$ cat config.mk
export PLATFORM = sky130hd
export DESIGN_NAME = hc4_run_ctrl
export DESIGN_NICKNAME = d
export VERILOG_FILES = /design/src/rtl/hc4_run_ctrl.sv
export SDC_FILE = /design/constraint.sdc
export NUM_CORES = 1
export LEC_CHECK = 0
export BUFFER_PORTS_ARGS = -buffer_cell sky130_fd_sc_hd__buf_2
export CORE_MARGIN = 4
export CORE_UTILIZATION = 54
export CTS_CLUSTER_SIZE = 8
export DETAILED_ROUTE_END_ITERATION = 16
export PLACE_DENSITY = 0.8
export SYNTH_ARGS = -nofsm -noshare
export SYNTH_HDL_FRONTEND = slang
export SYNTH_SLANG_ARGS = --single-unit
$ cat constraint.sdc
create_clock -name clk -period 3.07 [get_ports clk]
set_clock_uncertainty 0.1 [all_clocks]
set_input_delay 0.307 -clock clk [delete_from_list [all_inputs] [get_ports clk]]
set_output_delay 0.307 -clock clk [all_outputs]
set_load 0.005 [all_outputs]
$ cat src/rtl/hc4_run_ctrl.sv
// hc4_run_ctrl: run-control sequencer for the hc4 core.
// Owns the core reset and clock enable, streams the program ROM image in
// from the host, and steps the core through hold/halt/run/step with a PC
// breakpoint.
// Optional build macro: HC4_RUNCTL_WDOG_EN adds a stall watchdog in RUN
// that halts the core with halt_cause=3.
//
// state | meaning
// ------+-----------------------------------------------------------------
// RSTH  | core held in reset for RST_HOLD cycles, then HALT
// HALT  | core stopped, host commands accepted
// LOAD  | core in reset, ROM bytes written at 0..end address
// RUN   | core clocked until breakpoint, watchdog or command
// STEP  | core clocked for cmd_arg+1 cycles, then HALT
module hc4_run_ctrl #(
  parameter int ADDR_W   = 12,
  parameter int DATA_W   = 8,
  parameter int RST_HOLD = 4,
  parameter int WDOG_CYC = 64
) (
  input  logic              clk,
  input  logic              reset,
  input  logic [2:0]        cmd,
  input  logic [ADDR_W-1:0] cmd_arg,
  input  logic              cmd_valid,
  output logic              cmd_ready,
  input  logic [DATA_W-1:0] ld_data,
  input  logic              ld_valid,
  output logic              ld_ready,
  output logic              rom_we,
  output logic [ADDR_W-1:0] rom_waddr,
  output logic [DATA_W-1:0] rom_wdata,
  input  logic [ADDR_W-1:0] pc_in,
  input  logic [ADDR_W-1:0] bp_addr,
  input  logic              bp_en,
  output logic              cpu_nReset,
  output logic              cpu_clk_en,
  output logic              halted,
  output logic [1:0]        halt_cause,
  output logic              cmd_err
);

  localparam int HOLD_W = $clog2(RST_HOLD + 1);
  localparam int CNT_W  = (ADDR_W > HOLD_W) ? ADDR_W : HOLD_W;

  localparam logic [2:0] CMD_NOP  = 3'd0;
  localparam logic [2:0] CMD_LOAD = 3'd1;
  localparam logic [2:0] CMD_RUN  = 3'd2;
  localparam logic [2:0] CMD_HALT = 3'd3;
  localparam logic [2:0] CMD_STEP = 3'd4;
  localparam logic [2:0] CMD_RST  = 3'd5;

  localparam logic [1:0] CAUSE_CMD  = 2'd0;
  localparam logic [1:0] CAUSE_BP   = 2'd1;
  localparam logic [1:0] CAUSE_STEP = 2'd2;
  localparam logic [1:0] CAUSE_WDOG = 2'd3;

  typedef enum logic [2:0] {
    ST_RSTH = 3'd0,
    ST_HALT = 3'd1,
    ST_LOAD = 3'd2,
    ST_RUN  = 3'd3,
    ST_STEP = 3'd4
  } state_t;

  state_t            state;
  logic [CNT_W-1:0]  cnt;
  logic [ADDR_W-1:0] addr;
  logic [ADDR_W-1:0] end_addr;
  logic              first_cyc;

  logic run_like;
  logic bp_hit;
  logic wdog_hit;
  logic cmd_rst;
  logic cmd_halt;
  logic cmd_rej;

  assign run_like = (state == ST_RUN) || (state == ST_STEP);

  // First cycle after leaving HALT masks the breakpoint so a resume advances.
  assign bp_hit = run_like && !first_cyc && bp_en && (pc_in == bp_addr);

  // Command decode used while the core is running or stepping.
  always_comb begin
    cmd_rst  = cmd_valid && (cmd == CMD_RST);
    cmd_halt = cmd_valid && (cmd == CMD_HALT);
    cmd_rej  = cmd_valid && (cmd != CMD_NOP) && (cmd != CMD_HALT) && (cmd != CMD_RST);
  end

  // Handshake and core-control outputs decoded from the state register.
  always_comb begin
    cmd_ready  = (state == ST_HALT) || run_like;
    ld_ready   = (state == ST_LOAD);
    halted     = (state == ST_HALT);
    cpu_nReset = (state != ST_RSTH) && (state != ST_LOAD);
    cpu_clk_en = run_like && !bp_hit && !wdog_hit;
  end

`ifdef HC4_RUNCTL_WDOG_EN
  localparam int WDOG_W = $clog2(WDOG_CYC + 1);

  logic [WDOG_W-1:0] stall_cnt;
  logic [ADDR_W-1:0] pc_prev;

  // Count RUN cycles with an unchanged pc_in; anything else clears it.
  always_ff @(posedge clk) begin
    if (reset) begin
      stall_cnt <= '0;
      pc_prev   <= '0;
    end else begin
      pc_prev <= pc_in;
      if ((state != ST_RUN) || (pc_in != pc_prev)) begin
        stall_cnt <= '0;
      end else begin
        stall_cnt <= stall_cnt + WDOG_W'(1);
      end
    end
  end

  assign wdog_hit = (state == ST_RUN) && (stall_cnt == WDOG_W'(WDOG_CYC - 1));
`else
  logic [31:0] unused_wdog_cyc;
  assign unused_wdog_cyc = WDOG_CYC;
  assign wdog_hit        = 1'b0;
`endif

  // Main sequencer: state, hold/step down-counter, ROM write port, status.
  always_ff @(posedge clk) begin
    if (reset) begin
      state      <= ST_RSTH;
      cnt        <= CNT_W'(RST_HOLD - 1);
      addr       <= '0;
      end_addr   <= '0;
      first_cyc  <= 1'b0;
      rom_we     <= 1'b0;
      rom_waddr  <= '0;
      rom_wdata  <= '0;
      halt_cause <= CAUSE_CMD;
      cmd_err    <= 1'b0;
    end else begin
      rom_we    <= 1'b0;
      cmd_err   <= 1'b0;
      first_cyc <= 1'b0;
      case (state)
        ST_RSTH: begin
          if (cnt == '0) begin
            state      <= ST_HALT;
            halt_cause <= CAUSE_CMD;
          end else begin
            cnt <= cnt - CNT_W'(1);
          end
        end
        ST_HALT: begin
          if (cmd_valid) begin
            case (cmd)
              CMD_LOAD: begin
                end_addr <= cmd_arg;
                addr     <= '0;
                state    <= ST_LOAD;
              end
              CMD_RUN: begin
                first_cyc <= 1'b1;
                state     <= ST_RUN;
              end
              CMD_STEP: begin
                cnt       <= CNT_W'(cmd_arg);
                first_cyc <= 1'b1;
                state     <= ST_STEP;
              end
              CMD_RST: begin
                cnt   <= CNT_W'(RST_HOLD - 1);
                state <= ST_RSTH;
              end
              CMD_NOP, CMD_HALT: ;
              default: cmd_err <= 1'b1;
            endcase
          end
        end
        ST_LOAD: begin
          if (ld_valid) begin
            rom_we    <= 1'b1;
            rom_waddr <= addr;
            rom_wdata <= ld_data;
            // Final beat: no increment, so an end address of all-ones never wraps.
            if (addr == end_addr) begin
              cnt   <= CNT_W'(RST_HOLD - 1);
              state <= ST_RSTH;
            end else begin
              addr <= addr + ADDR_W'(1);
            end
          end
        end
        ST_RUN, ST_STEP: begin
          if (cmd_rej) begin
            cmd_err <= 1'b1;
          end
          if (cmd_rst) begin
            cnt   <= CNT_W'(RST_HOLD - 1);
            state <= ST_RSTH;
          end else if (bp_hit) begin
            halt_cause <= CAUSE_BP;
            state      <= ST_HALT;
          end else if (wdog_hit) begin
            halt_cause <= CAUSE_WDOG;
            state      <= ST_HALT;
          end else if (cmd_halt) begin
            halt_cause <= CAUSE_CMD;
            state      <= ST_HALT;
          end else if (state == ST_STEP) begin
            if (cnt == '0) begin
              halt_cause <= CAUSE_STEP;
              state      <= ST_HALT;
            end else begin
              cnt <= cnt - CNT_W'(1);
            end
          end
        end
        default: begin
          cnt   <= CNT_W'(RST_HOLD - 1);
          state <= ST_RSTH;
        end
      endcase
    end
  end

endmodule

== Yosys cells after proc, flatten, opt, wreduce, memory -nomap -nowiden ==
Index checks and enable logic that the tools add are counted.

* Logic and storage cells: 114
* Register bits after elaboration: 64

* Bitwise operators: 3
* Add/subtract/negate cells: 2
* Reductions and logical operators: 32
* Muxes and demuxes: 38
* Equality and inequality tests: 29

{| class="wikitable"
|+ Operator list
! operator !! count
|-
| two-way mux 12 bit || 12
|-
| one-hot mux 12 bit (2 select lines) || 2
|-
| one-hot mux 12 bit (4 select lines) || 1
|-
| == test 12 bit || 2
|-
| two-way mux 3 bit || 8
|-
| one-hot mux 3 bit (4 select lines) || 2
|-
| AND reduction 5 bit || 3
|-
| adder 12 x 1 -> 12 bit, second input constant || 1
|-
| == test 3 x 2 -> 1 bit, second input constant || 4
|-
| zero test 12 bit || 1
|-
| two-way mux 2 bit || 6
|-
| inequality test 3 bit, second input constant || 4
|-
| subtractor 12 x 1 -> 12 bit, second input constant || 1
|-
| logical AND 1 bit || 10
|-
| inequality test 2 bit, second input constant || 5
|-
| == test 3 bit, second input constant || 3
|-
| inequality test 4 bit, second input constant || 2
|-
| AND reduction 7 bit || 1
|-
| == test 3 x 1 -> 1 bit, second input constant || 2
|-
| zero test 3 bit || 2
|-
| inequality test 3 x 2 -> 1 bit, second input constant || 2
|-
| nonzero test 3 bit || 2
|-
| OR reduction 2 bit || 3
|-
| OR reduction 6 bit || 1
|-
| 14 further kinds || 24
|}

== Logic depth before layout (Yosys ltp) ==
* Depth after elaboration: 8
* Depth in mapped cells: 10
* Gate-level depth less buffers: 8

== Least setup slack after synthesis ==
Ideal clock, no wire load.

* Path kind: register to register
* Start point: register state[1]
* End point: register addr[10]
* Setup time: 0.124 ns
* Path slack: 0.605 ns
* Clock period less this slack: 2.465 ns
* Stages on the path, launching flop included: 11
* Arrival time: 2.240 ns
* Path buffers: 4
* Cells stage by stage: dfxtp_1 buf_6 or3b_1 buf_2 or4_4 buf_6 and2_4 buf_6 nor4_4 xnor2_1 nor2_1

* Word-level cells in the longest chain between the ends: 3

{| class="wikitable"
|+ Ends and longest elaborated chain
! what !! line !! text
|-
| start, declared || 66 || <nowiki>state_t state;</nowiki>
|-
| start signal, assigned || 131 || <nowiki>state <= ST_RSTH;</nowiki>
|-
| start signal, assigned || 148 || <nowiki>state <= ST_HALT;</nowiki>
|-
| start signal, assigned || 160 || <nowiki>state <= ST_LOAD;</nowiki>
|-
| == test 3 x 1 -> 1 bit or == test 3 x 2 -> 1 bit (tied branches) || 145 || <nowiki>case (state)</nowiki>
|-
| inequality test 2 x 1 -> 1 bit (no line) (tied with other cells) || - ||
|-
| AND reduction 5 bit (no line) || - ||
|-
| end signal, assigned || 190 || <nowiki>addr <= addr + ADDR_W'(1);</nowiki>
|-
| end, declared || 68 || <nowiki>logic [ADDR_W-1:0] addr;</nowiki>
|}

Parallel ways exist; a longest one is shown, timed or not.
A chain may end at the register's enable or synchronous reset.

== Worst setup path after layout ==
* Start point: register state[2]
* End point: register cnt[4]

* Word-level cells in the longest chain between the ends: 7

{| class="wikitable"
|+ Ends and longest elaborated chain
! what !! line !! text
|-
| == test 3 x 2 -> 1 bit or == test 3 bit (tied branches) || 79, 145, 210 ||
|-
| logical OR 1 bit || 79 || <nowiki>assign run_like = (state == ST_RUN) || (state == ST_STEP);</nowiki>
|-
| logical AND 1 bit (3 in series) || 82 || <nowiki>assign bp_hit = run_like && !first_cyc && bp_en && (pc_in == bp_addr);</nowiki>
|-
| inequality test 3 bit (no line) || - ||
|-
| AND reduction 7 bit (no line) || - ||
|-
| end signal, assigned || 132 || <nowiki>cnt <= CNT_W'(RST_HOLD - 1);</nowiki>
|-
| end signal, assigned || 151 || <nowiki>cnt <= cnt - CNT_W'(1);</nowiki>
|-
| end signal, assigned || 167 || <nowiki>cnt <= CNT_W'(cmd_arg);</nowiki>
|-
| end, declared || 67 || <nowiki>logic [CNT_W-1:0] cnt;</nowiki>
|}

Parallel ways exist; a longest one is shown, timed or not.

==> flow_metrics.tcl <==
set metrics [dict create \
    outcome "finished clean" \
    ir_drop_mv 0.437 \
    vias_per_cell 5.79 \
    tightest_slew_ns 0.715 \
    grt_pass1_vias 3150 \
    ys_seq_area_share_pct 36.7 \
    drt_iter0_markers 212 \
    postCtsSetupBuffers 0 \
    synthDistinctLibCells 54 \
    grt_overflow 0 \
    start_kind "flip-flop" \
    cp-end-kind "flip-flop" \
    syn_nets 492 \
    antenna_cells 0 \
    dp_hpwl_um 6610 \
    fin_nets 566 \
    clock_latency_ns 0.35 \
    grt_pass1_wl_um 14300 \
    hold_class "primary input to flip-flop" \
    num-fill-cells 587 \
    place.gp.congestion 0.905 \
    dp.cells 577 \
    hold_violations 0 \
    clock-sinks 64 \
    postCtsResizedCells 0 \
    cts.clk_slew.worst_paths_ns 0.07 \
    crit_fanout 12 \
    synth_flop_cell "dfxtp_1" \
    io_pins 81 \
    synth-seq-cells 64 \
    syn_area_um2 3490 \
    antenna_left 0 \
    numCtsBuffers 9 \
    p_leak_nw 1.75 \
    path_class "flip-flop to flip-flop" \
    fin_crit_ns 2.71 \
    arrival_ns 2.85 \
    finalSetupTns_ns 0 \
    die_y_um 88.4 \
    cts_root_buffer "clkbuf_8" \
    die_width_um 88.4 \
    pre_cts_ws_ns 0.422 \
    grt_usage_pct 23.6 \
    postSynthAreaPerCell_um2 7.99 \
    rr_startpoint "state[2]" \
    p_per_area_nw_per_um2 572 \
    min_path_cells 3 \
    row_count 29 \
    final_cell_area_um2 4130 \
    critical-path-max-stage-delay_ns 0.52 \
    firstDrtPassIters 5 \
    synth_cells 437 \
    wire_per_inst_um 15.0 \
    die-area_um2 7810 \
    dr_total_vias 3431 \
    ys_async_sr_fraction_pct 0 \
    holdPathEnd "rom_wdata[4]" \
    fin_total_pwr_mw 2.36 \
    max_clock_freq_mhz 368 \
    postLayoutSetupSlackWorst_ns 0.356 \
    final_layout_size_suffix_gt1_share_pct 23.1 \
    slew_headroom_pct 52.0 \
    r2r-end "cnt[4]" \
    slowest_stage "dfxtp_1" \
    yosysWarnings 0 \
    rsz0062_at_grt "no" \
    fin_util_pct 65.3 \
    maxSlewViolCount 0 \
    cap_violations 0 \
    synth_edf_count 0 \
    path_cells "nand3b_1, a21boi_0, nor2_1, a211o_1, or2_2, mux2_2" \
    grt_max_degree 44 \
    coreArea_um2 6310 \
    placed_cell_area_um2 3940 \
    worstPathRequired_ns 3.21 \
    routed_wl_um 8870 \
    rrSetupSlack_ns 0.36 \
    finalCritPeriodShare_pct 88.4 \
    r2r_cells 6 \
    setup_violations 0 \
    min_from "ld_data[4]" \
    clock_path_buffers 2 \
    drc 0 \
    h-tree-depth 3 \
    antenna_found_initial 0 \
    tritoncts "done" \
    start_util_pct 55.3 \
    whs_ns 0.0872 \
    postCtsHoldBufs 0 \
    area_delta_synth_final_pct 18.2 \
    fin_cells 593 \
    port_buffers 80 \
]
-- cells in the final DEF, fill, tap and decap left out, types with 3 or more instances in the layout --
| cell type | instances |
|---|---|
| nor2_1 | 44 |
| nand2_1 | 60 |
| o211ai_1 | 4 |
| a21oi_1 | 36 |
| ha_1 | 3 |
| or3_1 | 3 |
| buf_2 | 80 |
| a21o_1 | 3 |
| dfxtp_1 | 64 |
| xor2_1 | 3 |
| clkinv_2 | 4 |
| xnor2_1 | 37 |
| clkbuf_8 | 9 |
| and2_1 | 3 |
| o21ai_0 | 13 |
| inv_1 | 9 |
| or2_2 | 3 |
| o31ai_1 | 3 |
| a22oi_1 | 4 |
| nor3_1 | 17 |
| mux2i_1 | 14 |
| buf_4 | 10 |
| a31oi_1 | 3 |
| nand2b_1 | 3 |
| nand4_1 | 10 |
| a211oi_1 | 5 |
| nor4_1 | 11 |
| nor2b_1 | 5 |
| nand3_1 | 14 |
| a31o_2 | 4 |
-- power by group --
group / total (mW) / internal [mW] / leakage, nW / switching, mW
Sequential: 0.972 / 0.894 / 0.517 / 0.0782
Clock: 0.700 / 0.372 / 0.100 / 0.329
Combinational: 0.687 / 0.296 / 1.13 / 0.391
-- registers in the layout, indices dropped and copies added (netlist names) --
| signal | cells |
|---|---|
| cnt | 12 |
| halt_cause | 2 |
| rom_waddr | 12 |
| rom_we | 1 |
| rom_wdata | 8 |
| end_addr | 12 |
| state | 3 |
| first_cyc | 1 |
| cmd_err | 1 |
| addr | 12 |
-- logic make-up (layout without fill, tap and decap cells) --
logic type	count (synthesis)	after routing	synth area share, %
mux	15	15	4.34
xor+xnor	40	40	10.0
buf+inv	36	115	4.66
flops	64	64	36.7
compound gates	93	93	17.1
fa+ha+maj	3	3	1.08
simple gates	186	186	26.1
-- per-layer routing --
metal	track usage (%)	up-vias	share of wire [%]
met2	40.5	126	50
met1	28.5	1593	41
li1	-	1702	-
met3	5.77	10	7.1
met4	8.79	0	1.3
met5	0	-	0
-- synth_stat cells (4+ instances only) --
cell type / n / area, um2
o21ai_0: 13 / 65.1
a22oi_1: 4 / 30.0
a211oi_1: 5 / 37.5
nand3_1: 14 / 70.1
inv_1: 9 / 33.8
a31o_2: 4 / 35.0
xnor2_1: 37 / 324
nand4_1: 10 / 62.6
nor4_1: 12 / 75.1
dfxtp_1: 64 / 1280
nor2b_1: 5 / 31.3
nor2_1: 44 / 165
o211ai_1: 4 / 30.0
a21oi_1: 36 / 180
nand2_1: 60 / 225
nor3_1: 17 / 85.1
mux2i_1: 14 / 140
clkbuf_1: 22 / 82.6
-- critical path, delay by kind of cell (launching register included) --
family / cells / cell delay, ns
AOI/OAI and AO/OA: 2 / 0.86
and+or+nand+nor: 3 / 0.82
muxes: 1 / 0.30
DFF: 1 / 0.52
-- worst max path at each step --
stage          startpoint  endpoint  slack (ns)  cells past startpoint
4_1_cts          state[2]    cnt[4]        0.41                      6
5_1_grt          state[2]    cnt[4]        0.17                      6
6_report         state[2]    cnt[4]        0.36                      6
3_5_place_dp     state[2]    cnt[4]        0.42                      6
3_3_place_gp     state[0]   addr[7]        0.47                      6
2_1_floorplan    state[1]  addr[10]        0.61                     10
-- final cells by class --
cell class,instances,area (um2),area share (%)
Clock inverter,6,58.8,1.43
Timing Repair Buffer,90,475,11.5
Sequential cell,64,1280,31.1
Tap cell,77,96.3,2.34
Inverter,9,33.8,0.819
Clock buffer,10,128,3.09
Multi-Input combinational cell,337,2050,49.7
(Power assumes the default switching activity.)
